--- config.mk ---
export PLATFORM = sky130hd
export DESIGN_NAME = plb_master_burst_engine
export DESIGN_NICKNAME = d
export VERILOG_FILES = /design/src/rtl/plb_master_pkg.sv /design/src/rtl/plb_beat_counter.sv /design/src/rtl/plb_master_burst_engine.sv
export SDC_FILE = /design/constraint.sdc
export NUM_CORES = 1
export LEC_CHECK = 0
export CORE_AREA = 4 4 143 145
export DETAILED_ROUTE_END_ITERATION = 8
export DIE_AREA = 0 0 147 149
export PLACE_DENSITY = 0.76
export SKIP_LAST_GASP = 1
export SLEW_MARGIN = 20
export SYNTH_ARGS = -nofsm -noshare
export SYNTH_HDL_FRONTEND = slang
export SYNTH_HIERARCHICAL = 1
export SYNTH_SLANG_ARGS = --single-unit
--- constraint.sdc ---
create_clock -name sys_clk_pin -period 7.1 [get_ports sys_clk_pin]
set_input_delay 1.42 -clock sys_clk_pin [delete_from_list [all_inputs] [get_ports sys_clk_pin]]
set_output_delay 1.42 -clock sys_clk_pin [all_outputs]
set_load 0.01 [all_outputs]
--- src/rtl/plb_master_pkg.sv ---
`default_nettype none
// ============================================================================
// plb_master_pkg - engine state encoding and fixed PLB field values
// Rev 1.0
// ============================================================================
package plb_master_pkg;

   typedef enum logic [2:0] {
      IDLE    = 3'd0,
      REQ     = 3'd1,
      REARB   = 3'd2,
      RD_DATA = 3'd3,
      WR_DATA = 3'd4,
      DONE    = 3'd5
   } state_t;

   localparam logic [0:3] SZ_SINGLE   = 4'b0000;
   localparam logic [0:3] SZ_DW_BURST = 4'b1011;
   localparam logic [0:1] MSIZE_64    = 2'b10;
   localparam logic [0:7] BE_ALL      = 8'hFF;

   // Oversized requests are trimmed so the beat count always fits the burst limit.
   function automatic logic [4:0] clamp_len(input logic [4:0] len, input logic [4:0] max_len);
      return (len > max_len) ? max_len : len;
   endfunction

endpackage
`default_nettype wire

--- src/rtl/plb_beat_counter.sv ---
`default_nettype none
// ============================================================================
// plb_beat_counter - remaining-beat counter with last / next-to-last flags
// Rev 1.0
// ============================================================================
module plb_beat_counter (
   input  logic       clk,
   input  logic       rst,
   input  logic       i_load,
   input  logic [4:0] i_load_val,
   input  logic       i_dec,
   output logic       o_last,
   output logic       o_two
);

   logic [4:0] r_count;

   always_ff @(posedge clk or posedge rst) begin
      if (rst) begin
         r_count <= 5'd0;
      end else if (i_load) begin
         r_count <= i_load_val;
      end else if (i_dec && (r_count != 5'd0)) begin
         r_count <= r_count - 5'd1;
      end
   end

   assign o_last = (r_count == 5'd1);
   assign o_two  = (r_count == 5'd2);

endmodule
`default_nettype wire

--- src/rtl/plb_master_burst_engine.sv ---
`default_nettype none
// ============================================================================
// plb_master_burst_engine - single-command PLB master: address phase with
// rearbitration/timeout, then beat-counted read or write data phase.  Rev 1.0
// ============================================================================
module plb_master_burst_engine
   import plb_master_pkg::*;
#(
   parameter int         BURST_MAX    = 16,
   parameter logic [0:1] M_PRIORITY   = 2'b00,
   parameter int         ADDR_TIMEOUT = 255
) (
   input  logic        sys_clk_pin,
   input  logic        sys_rst_pin,
   input  logic        cmd_valid,
   output logic        cmd_ready,
   input  logic        cmd_rnw,
   input  logic [0:31] cmd_addr,
   input  logic [0:4]  cmd_len,
   input  logic [0:63] wdata,
   output logic        wdata_ready,
   output logic [0:63] rdata,
   output logic        rdata_valid,
   output logic        done,
   output logic        done_err,
   output logic        M_request,
   output logic        M_RNW,
   output logic        M_busLock,
   output logic        M_abort,
   output logic        M_rdBurst,
   output logic        M_wrBurst,
   output logic [0:31] M_ABus,
   output logic [0:7]  M_BE,
   output logic [0:3]  M_size,
   output logic [0:2]  M_type,
   output logic [0:1]  M_MSize,
   output logic [0:1]  M_priority,
   output logic [0:63] M_wrDBus,
   output logic        M_compress,
   output logic        M_guarded,
   output logic        M_ordered,
   output logic        M_lockErr,
   input  logic        PLB_MAddrAck,
   input  logic        PLB_MRearbitrate,
   input  logic        PLB_MRdDAck,
   input  logic        PLB_MWrDAck,
   input  logic        PLB_MRdBTerm,
   input  logic        PLB_MWrBTerm,
   input  logic        PLB_MErr,
   input  logic        PLB_MBusy,
   input  logic [0:63] PLB_MRdDBus,
   input  logic [0:3]  PLB_MRdWdAddr,
   input  logic [0:1]  PLB_MSSize
);

   localparam int         TO_W    = $clog2(ADDR_TIMEOUT + 1);
   localparam logic [4:0] MAX_LEN = 5'(BURST_MAX - 1);

   state_t          r_state, w_next;
   logic            r_rnw;
   logic [0:31]     r_addr;
   logic [4:0]      r_len;
   logic [TO_W-1:0] r_to_cnt;
   logic            r_err;

   logic        r_cmd_ready, r_rdata_valid, r_done, r_done_err;
   logic [0:63] r_rdata;
   logic        r_m_request, r_m_rnw, r_m_rd_burst, r_m_wr_burst;
   logic [0:31] r_m_abus;
   logic [0:7]  r_m_be;
   logic [0:3]  r_m_size;
   logic [0:1]  r_m_msize, r_m_priority;

   logic        w_accept, w_rd_ack, w_wr_ack, w_timeout, w_err_next;
   logic        w_last, w_two, w_in_req, w_burst, w_eff_rnw;
   logic [0:31] w_eff_addr;
   logic [4:0]  w_cmd_len, w_eff_len;
   logic        w_unused;

   assign w_cmd_len  = clamp_len(cmd_len, MAX_LEN);
   assign w_accept   = (r_state == IDLE) && cmd_valid;
   assign w_rd_ack   = (r_state == RD_DATA) && PLB_MRdDAck;
   assign w_wr_ack   = (r_state == WR_DATA) && PLB_MWrDAck;
   assign w_timeout  = (r_state == REQ) && !PLB_MAddrAck && (r_to_cnt == TO_W'(ADDR_TIMEOUT - 1));
   assign w_err_next = r_err || w_timeout ||
                       (PLB_MErr && ((r_state == REQ) || (r_state == RD_DATA) || (r_state == WR_DATA)));

   // Entering REQ straight from IDLE must present the command before it is latched.
   assign w_eff_rnw  = w_accept ? cmd_rnw   : r_rnw;
   assign w_eff_addr = w_accept ? cmd_addr  : r_addr;
   assign w_eff_len  = w_accept ? w_cmd_len : r_len;
   assign w_in_req   = (w_next == REQ);
   assign w_burst    = (w_eff_len != 5'd0);

   plb_beat_counter u_beats (
      .clk        (sys_clk_pin),
      .rst        (sys_rst_pin),
      .i_load     (w_accept),
      .i_load_val (w_cmd_len + 5'd1),
      .i_dec      (w_rd_ack || w_wr_ack),
      .o_last     (w_last),
      .o_two      (w_two)
   );

   always_ff @(posedge sys_clk_pin or posedge sys_rst_pin) begin
      if (sys_rst_pin) r_state <= IDLE;
      else             r_state <= w_next;
   end

   always_comb begin
      w_next = r_state;
      case (r_state)
         IDLE:    if (cmd_valid) w_next = REQ;
         REQ: begin
            if (PLB_MAddrAck)          w_next = r_rnw ? RD_DATA : WR_DATA;
            else if (w_timeout)        w_next = DONE;
            else if (PLB_MRearbitrate) w_next = REARB;
         end
         REARB:   w_next = REQ;
         RD_DATA: if (PLB_MRdDAck && w_last) w_next = DONE;
         WR_DATA: if (PLB_MWrDAck && w_last) w_next = DONE;
         DONE:    w_next = IDLE;
         default: w_next = IDLE;
      endcase
   end

   always_ff @(posedge sys_clk_pin or posedge sys_rst_pin) begin
      if (sys_rst_pin) begin
         r_rnw         <= 1'b0;
         r_addr        <= '0;
         r_len         <= '0;
         r_to_cnt      <= '0;
         r_err         <= 1'b0;
         r_cmd_ready   <= 1'b1;
         r_rdata       <= '0;
         r_rdata_valid <= 1'b0;
         r_done        <= 1'b0;
         r_done_err    <= 1'b0;
         r_m_request   <= 1'b0;
         r_m_rnw       <= 1'b0;
         r_m_rd_burst  <= 1'b0;
         r_m_wr_burst  <= 1'b0;
         r_m_abus      <= '0;
         r_m_be        <= '0;
         r_m_size      <= '0;
         r_m_msize     <= '0;
         r_m_priority  <= '0;
      end else begin
         if (w_accept) begin
            r_rnw    <= cmd_rnw;
            r_addr   <= cmd_addr;
            r_len    <= w_cmd_len;
            r_to_cnt <= '0;
         end else if (r_state == REQ) begin
            r_to_cnt <= r_to_cnt + TO_W'(1);
         end
         r_err         <= (r_state == DONE) ? 1'b0 : w_err_next;
         r_cmd_ready   <= (w_next == IDLE);
         r_done        <= (w_next == DONE);
         r_done_err    <= (w_next == DONE) && w_err_next;
         r_rdata_valid <= w_rd_ack;
         if (w_rd_ack) r_rdata <= PLB_MRdDBus;

         r_m_request  <= w_in_req;
         r_m_rnw      <= w_in_req && w_eff_rnw;
         r_m_abus     <= w_in_req ? w_eff_addr : '0;
         r_m_be       <= w_in_req ? BE_ALL : '0;
         r_m_msize    <= w_in_req ? MSIZE_64 : '0;
         r_m_priority <= w_in_req ? M_PRIORITY : '0;
         r_m_size     <= !w_in_req ? SZ_SINGLE : (w_burst ? SZ_DW_BURST : SZ_SINGLE);

         // Burst drops on the ack leaving one beat, on BTerm, or on leaving the data phase.
         if (w_in_req)
            r_m_rd_burst <= w_eff_rnw && w_burst;
         else if ((w_next != RD_DATA) || (w_rd_ack && w_two) || ((r_state == RD_DATA) && PLB_MRdBTerm))
            r_m_rd_burst <= 1'b0;

         if (w_in_req)
            r_m_wr_burst <= !w_eff_rnw && w_burst;
         else if ((w_next != WR_DATA) || (w_wr_ack && w_two) || ((r_state == WR_DATA) && PLB_MWrBTerm))
            r_m_wr_burst <= 1'b0;
      end
   end

   assign cmd_ready   = r_cmd_ready;
   assign rdata       = r_rdata;
   assign rdata_valid = r_rdata_valid;
   assign done        = r_done;
   assign done_err    = r_done_err;
   assign M_request   = r_m_request;
   assign M_RNW       = r_m_rnw;
   assign M_rdBurst   = r_m_rd_burst;
   assign M_wrBurst   = r_m_wr_burst;
   assign M_ABus      = r_m_abus;
   assign M_BE        = r_m_be;
   assign M_size      = r_m_size;
   assign M_MSize     = r_m_msize;
   assign M_priority  = r_m_priority;
   assign M_type      = 3'b000;
   assign M_busLock   = 1'b0;
   assign M_abort     = 1'b0;
   assign M_compress  = 1'b0;
   assign M_guarded   = 1'b0;
   assign M_ordered   = 1'b0;
   assign M_lockErr   = 1'b0;

   assign wdata_ready = w_wr_ack;
   assign M_wrDBus    = (r_state == WR_DATA) ? wdata : '0;

   assign w_unused = &{1'b0, PLB_MBusy, PLB_MRdWdAddr, PLB_MSSize};

endmodule
`default_nettype wire

Word-level counts from Yosys, hierarchy flattened
Cells that the tools add are included.
{"block": "word_totals", "mem_count": 0, "ramBits": 0, "latch_bits": 0, "reg_bits": 173, "mem_bits_ro": 0, "input_bits": 183, "out_inout_bits": 194}
{"block": "classes", "mux": 27, "n_reduce_logical": 36, "n_mul": 0, "bitwise": 0, "order_cmp": 1, "eq_ne": 12, "addsub": 3, "n_shift": 0, "n_div": 0}
{"cell": "32-bit 2-to-1 mux", "n": 2}
{"cell": "64-bit 2-to-1 mux", "n": 1}
{"cell": "8-bit 2-to-1 mux", "n": 3}
{"cell": "3-bit 2-to-1 mux", "n": 7}
{"cell": "5-bit 2-to-1 mux", "n": 4}
{"cell": "1-bit logical AND", "n": 17}
{"cell": "3-bit case mux with 5 select lines", "n": 1}
{"cell": "5-bit nonzero test", "n": 2}
{"cell": "3-bit equality test (second input constant)", "n": 3}
{"cell": "1-bit logical OR", "n": 9}
{"cell": "8-bit by 1-bit adder with 8-bit output (second input constant)", "n": 1}
{"cell": "8-bit equality test (second input constant)", "n": 1}
{"cell": "4-bit 2-to-1 mux", "n": 2}
{"cell": "2-bit nonzero test", "n": 4}
{"cell": "3-bit by 1-bit equality test with 1-bit output (second input constant)", "n": 2}
{"cell": "3-bit by 2-bit equality test with 1-bit output (second input constant)", "n": 2}
{"cell": "3-bit logical NOT", "n": 2}
{"cell": "1-bit 2-to-1 mux", "n": 6}
{"cell": "5-bit by 1-bit adder with 5-bit output (second input constant)", "n": 1}
{"cell": "5-bit by 1-bit equality test with 1-bit output (second input constant)", "n": 1}
{"cell": "5-bit by 2-bit equality test with 1-bit output (second input constant)", "n": 1}
{"cell": "5-bit by 4-bit greater-than comparator with 1-bit output (second input constant)", "n": 1}
{"cell": "5-bit by 1-bit subtractor with 5-bit output (second input constant)", "n": 1}
{"cell": "3-bit by 2-bit != test with 1-bit output (second input constant)", "n": 1}
{"cell": "other kinds (3)", "n": 4}

Logic depth before layout (Yosys ltp)
{"block": "logic_depth", "word_depth": 11, "depth_mapped": 9}

By module
The synthesis kept the hierarchy.
{"mod": "plb_master_burst_engine", "cells_each": 504, "n_inst": 1, "area_per_inst_um2": 6646.4}
{"mod": "plb_beat_counter", "cells_each": 38, "n_inst": 1, "area_per_inst_um2": 342.8}

Worst setup path after synthesis
OpenSTA, ideal clock, no wires.
{"block": "synth_timing", "path_kind": "input to register", "from": "input port cmd_valid", "to": "register u_beats.r_count[3]", "t_arrival_ns": 2.946, "path_slack_ns": 4.028, "setup_time_ns": 0.126, "path_buffers": 3, "t_required_ns": 6.974, "path_stages": 6, "path_cell_list": "nor4b_4 > buf_2 > buf_2 > buf_2 > inv_1 > a311o_1"}
{"block": "synth_via", "elab_chain_len": 2, "word_cells_on_any_way": 3}
{"item": "start: declaration", "line": "plb_master_burst_engine.sv:15", "source": "input logic cmd_valid,"}
{"item": "1-bit logical AND *", "line": "plb_master_burst_engine.sv:81", "source": "assign w_accept = (r_state == IDLE) && cmd_valid;"}
{"item": "net w_accept", "line": "plb_master_burst_engine.sv:74", "source": "logic w_accept, w_rd_ack, w_wr_ack, w_timeout, w_err_next;"}
{"item": "5-bit 2-to-1 mux / 2-bit nonzero test (equally long branches)"}
{"item": "end signal: assignment", "line": "plb_beat_counter.sv:22", "source": "r_count <= i_load_val;"}
{"item": "end signal: assignment", "line": "plb_beat_counter.sv:24", "source": "r_count <= r_count - 5'd1;"}
{"item": "end: declaration", "line": "plb_beat_counter.sv:16", "source": "logic [4:0] r_count;"}
The timed path passes the listed nets; every way through them passes the cells marked *.
A chain may end at the register's enable or synchronous reset.

Worst setup path in the final report
{"block": "layout_timing", "from": "input port wdata[57] (netlist name)", "to": "output port M_wrDBus[57] (netlist name)"}
{"block": "layout_via", "elab_chain_len": 1}
{"item": "start: declaration", "line": "plb_master_burst_engine.sv:20", "source": "input logic [0:63] wdata,"}
{"item": "64-bit 2-to-1 mux", "line": "plb_master_burst_engine.sv:208", "source": "assign M_wrDBus = (r_state == WR_DATA) ? wdata : '0;"}
{"item": "end: declaration", "line": "plb_master_burst_engine.sv:38", "source": "output logic [0:63] M_wrDBus,"}
Every way passes these cells.

==> run_results.csv <==
group,metric,value,unit
setup_path,startpoint_type,"primary input",
global_route,grt_pass1_vias,5377,
sta,tns,0,ns
clock_network,numCtsBuffers,17,
sta,finClkSkew,0.01075,ns
sta,period_share,57.32,%
logic_synthesis,async_reset_ff_share,100.0,%
clock_network,cts_resized,0,
detailed_routing,avgViaCountPerCell,4.500,
setup_path,crit_path_end_kind,"primary output",
global_route,grt_max_degree,92,
logic_synthesis,synth_edf_count,0,
power_and_ir_drop,intPower,2.911,mW
setup_path,regToRegStartpoint,"r_state[0]",
logic_synthesis,yosysWarnings,6,
power_and_ir_drop,p_comb_share,43.6,%
clock_network,clock_latency,0.41,ns
sta,fmax,0.2457,GHz
detailed_routing,ant_nets,0,
final_layout,antenna_cells,0,
clock_network,h-tree-depth,4,
sta,slew_viol_final,0,
logic_synthesis,syn-instance-count,542,
final_layout,nets,1074,
floorplanning,fp.dieArea,0.02190,mm²
placement,hpwl,16210,µm
power_and_ir_drop,ir_drop,0.0002465,V
logic_synthesis,ys_seq_elements,160,
run,cap_violations,0,
final_layout,final_layout_size_suffix_gt1_share,17.17,%
power_and_ir_drop,p_leak,4.706,nW
clock_network,cts_root_buffer,"clkbuf_16",
floorplanning,ioPinCount,377,
detailed_routing,wl_per_cell,18.28,µm
clock_network,cts_setup_buffers,0,
floorplanning,die_h,149,µm
setup_path,crit_fanout,1,
power_and_ir_drop,p_clk_share,21.0,%
floorplanning,row_count,51,
placement,portBuffers,356,
global_route,antenna_found_initial,7,
logic_synthesis,yosysSeqAreaShare,57.30,%
detailed_routing,drt_first_pass_iters,4,
detailed_routing,via_count,5229,
setup_path,startpoint,"wdata[57]",
detailed_routing,wl,21250,µm
global_route,gr-total-overflow,0,
final_layout,area_delta_synth_final,61.14,%
clock_network,cts_tree,"done",
logic_synthesis,synthFlopType,"dfrtp_1",
power_and_ir_drop,p_seq_share,35.3,%
sta,hold_viol_final,0,
clock_network,cts_max_path_buffers,2,
sta,period_needed,4.070,ns
worst_hold_path,min_from,"r_addr[30]",
logic_synthesis,avgSynthCellArea,12.90,µm²
logic_synthesis,ys_types,57,
logic_synthesis,synth_area_leaders,"dfrtp_1 (57%), mux2_2 (16%), and2_1 (6.2%), nor2b_1 (3.4%), buf_4 (2.9%)",
logic_synthesis,netlist_area,0.006989,mm²
floorplanning,core_area,0.01921,mm²
setup_path,critical_path_class,"primary input to primary output",
sta,relSlewSlack,37.84,%
floorplanning,start_util,36.39,%
sta,hold_ws,0.4914,ns
worst_hold_path,hp-class,"flop to flop",
detailed_routing,drcViolationCount,0,
setup_path,required,5.68,ns
sta,rsz0062_at_grt,"false",
power_and_ir_drop,sw_frac_of_total,31.94,%
power_and_ir_drop,switchingPower,1.366,mW
global_route,grt_use_total,19.00,%
placement,gp_congestion,0.7753,
floorplanning,die_w,147,µm
clock_network,clock-sinks,160,
global_route,grt_pass1_wl,32020,µm
run_status,status,"finished, final reports clean",
logic_synthesis,synth_top_area_cell,"dfrtp_1",
sta,setup_viol,0,
detailed_routing,first_iter_violations,211,
logic_synthesis,synth.top_cell.area_share,56.93,%
clock_network,ctsHoldBuffers,0,
sta,tightest_slew,0.9325,ns
clock_network,clk_pin_slew,0.06,ns
setup_path,arrival,2.65,ns
power_and_ir_drop,p_per_area,379.8,mW/mm²
## metal layers
metal  part of all wire, %  vias to the layer above  track usage, %
met3                    11                       26           10.39
met5                  0.34                        -               0
li1                      -                     2475               -
met4                   1.2                       14           3.728
met1                    41                     2494           23.82
met2                    46                      220           29.36
## final cells by class
type	count	area (µm²)
fillers	1602	7945
flip-flops and latches	160	4005
repair buffers	359	3586
multi-input cells	334	2705
clock buffers	17	425.4
well taps	265	331.6
clock inverters	14	155.1
inverters	13	53.80
## kinds of logic (layout without fill, tap and decap cells)
family / after synthesis / in the layout / share of synthesized area, %
AND/OR/NAND/NOR: 173 / 173 / 15.52
other: 1 / 13 / 0.05365
buffers and inverters: 60 / 403 / 4.905
AO/OA/AOI/OAI: 36 / 36 / 4.368
multiplexers: 98 / 98 / 15.77
flip-flops: 160 / 160 / 57.30
XOR/XNOR: 8 / 8 / 1.003
adder cells (fa/ha/maj): 6 / 6 / 1.074
## power groups by stage
stage                     logic, mW  registers, mW  clock network (mW)
final                          1.87           1.51               0.899
after global routing           2.01           1.56               0.960
after CTS                      1.90           1.52               0.918
after detailed placement       1.89           1.53                   0
after global placement         1.86           1.51                   0
after floorplan               0.874           1.61                   0
## cells in the mapped netlist, types with 5 or more instances
cell        n
a21oi_1    12
buf_2      13
nand3_1     5
and2_1     69
nand2_1    10
nor2b_1    38
mux2_2     97
clkbuf_1    7
ha_1        6
xor2_1      5
inv_1      13
buf_4      27
nor2_1     18
dfrtp_1   159
## per-stage QoR
step	setup slack, ns	instance area [µm²]	utilization (%)	cells	power [mW]
2_1_floorplan	1.504	7034	-	554	2.480
5_1_grt	2.940	11260	58.63	1162	4.535
3_3_place_gp	2.909	10680	55.61	1131	3.371
6_report	3.030	11260	58.63	1162	4.277
3_5_place_dp	2.863	10680	55.61	1131	3.420
4_1_cts	3.009	11260	58.63	1162	4.335
## cells in the final DEF (no fill, tap or decap), types with 3 or more instances in the layout
master and count:
clkdlybuf4s50_1 356, dfrtp_1 159, mux2_2 97, and2_1 69
nor2b_1 38, nor2_1 18, clkbuf_16 17, conb_1 13
inv_1 12, a21oi_1 12, nand2_1 10, ha_1 6
xor2_1 5, inv_6 5, nand2b_1 4, nand3_1 4
or3_1 4, clkinvlp_4 4, nand4_1 3, a21o_1 3
nor3_1 3, xnor2_1 3, o21ai_0 3, buf_4 3
## worst max-delay path, cell delays in order
cell and delay, ns:
clkdlybuf4s50_1 0.45, and2_1 0.11, clkdlybuf4s50_1 0.66
## worst paths after layout
| path | endpoint | slack [ns] | cells after the start |
|---|---|---|---|
| setup / recovery | M_wrDBus[57] | 3.03 | 3 |
| hold / removal | r_addr[30] | 0.49 | 1 |
| setup reg to reg | u_beats/r_count[3] | 4.06 | 7 |
| hold reg to reg | r_addr[30] | 0.49 | 1 |
| max in group asynchronous | r_rnw | 4.18 | 3 |
| min in group asynchronous | u_beats/r_count[1] | 1.34 | 2 |
## flip-flops by register name, summed over array words and instances, names as in the netlist, 3 cells and up
name	count
r_len	5
rdata	64
u_beats/r_count	5
M_ABus	32
r_addr	32
r_state	3
r_to_cnt	8
No activity file was read; power rests on OpenSTA's default activity.
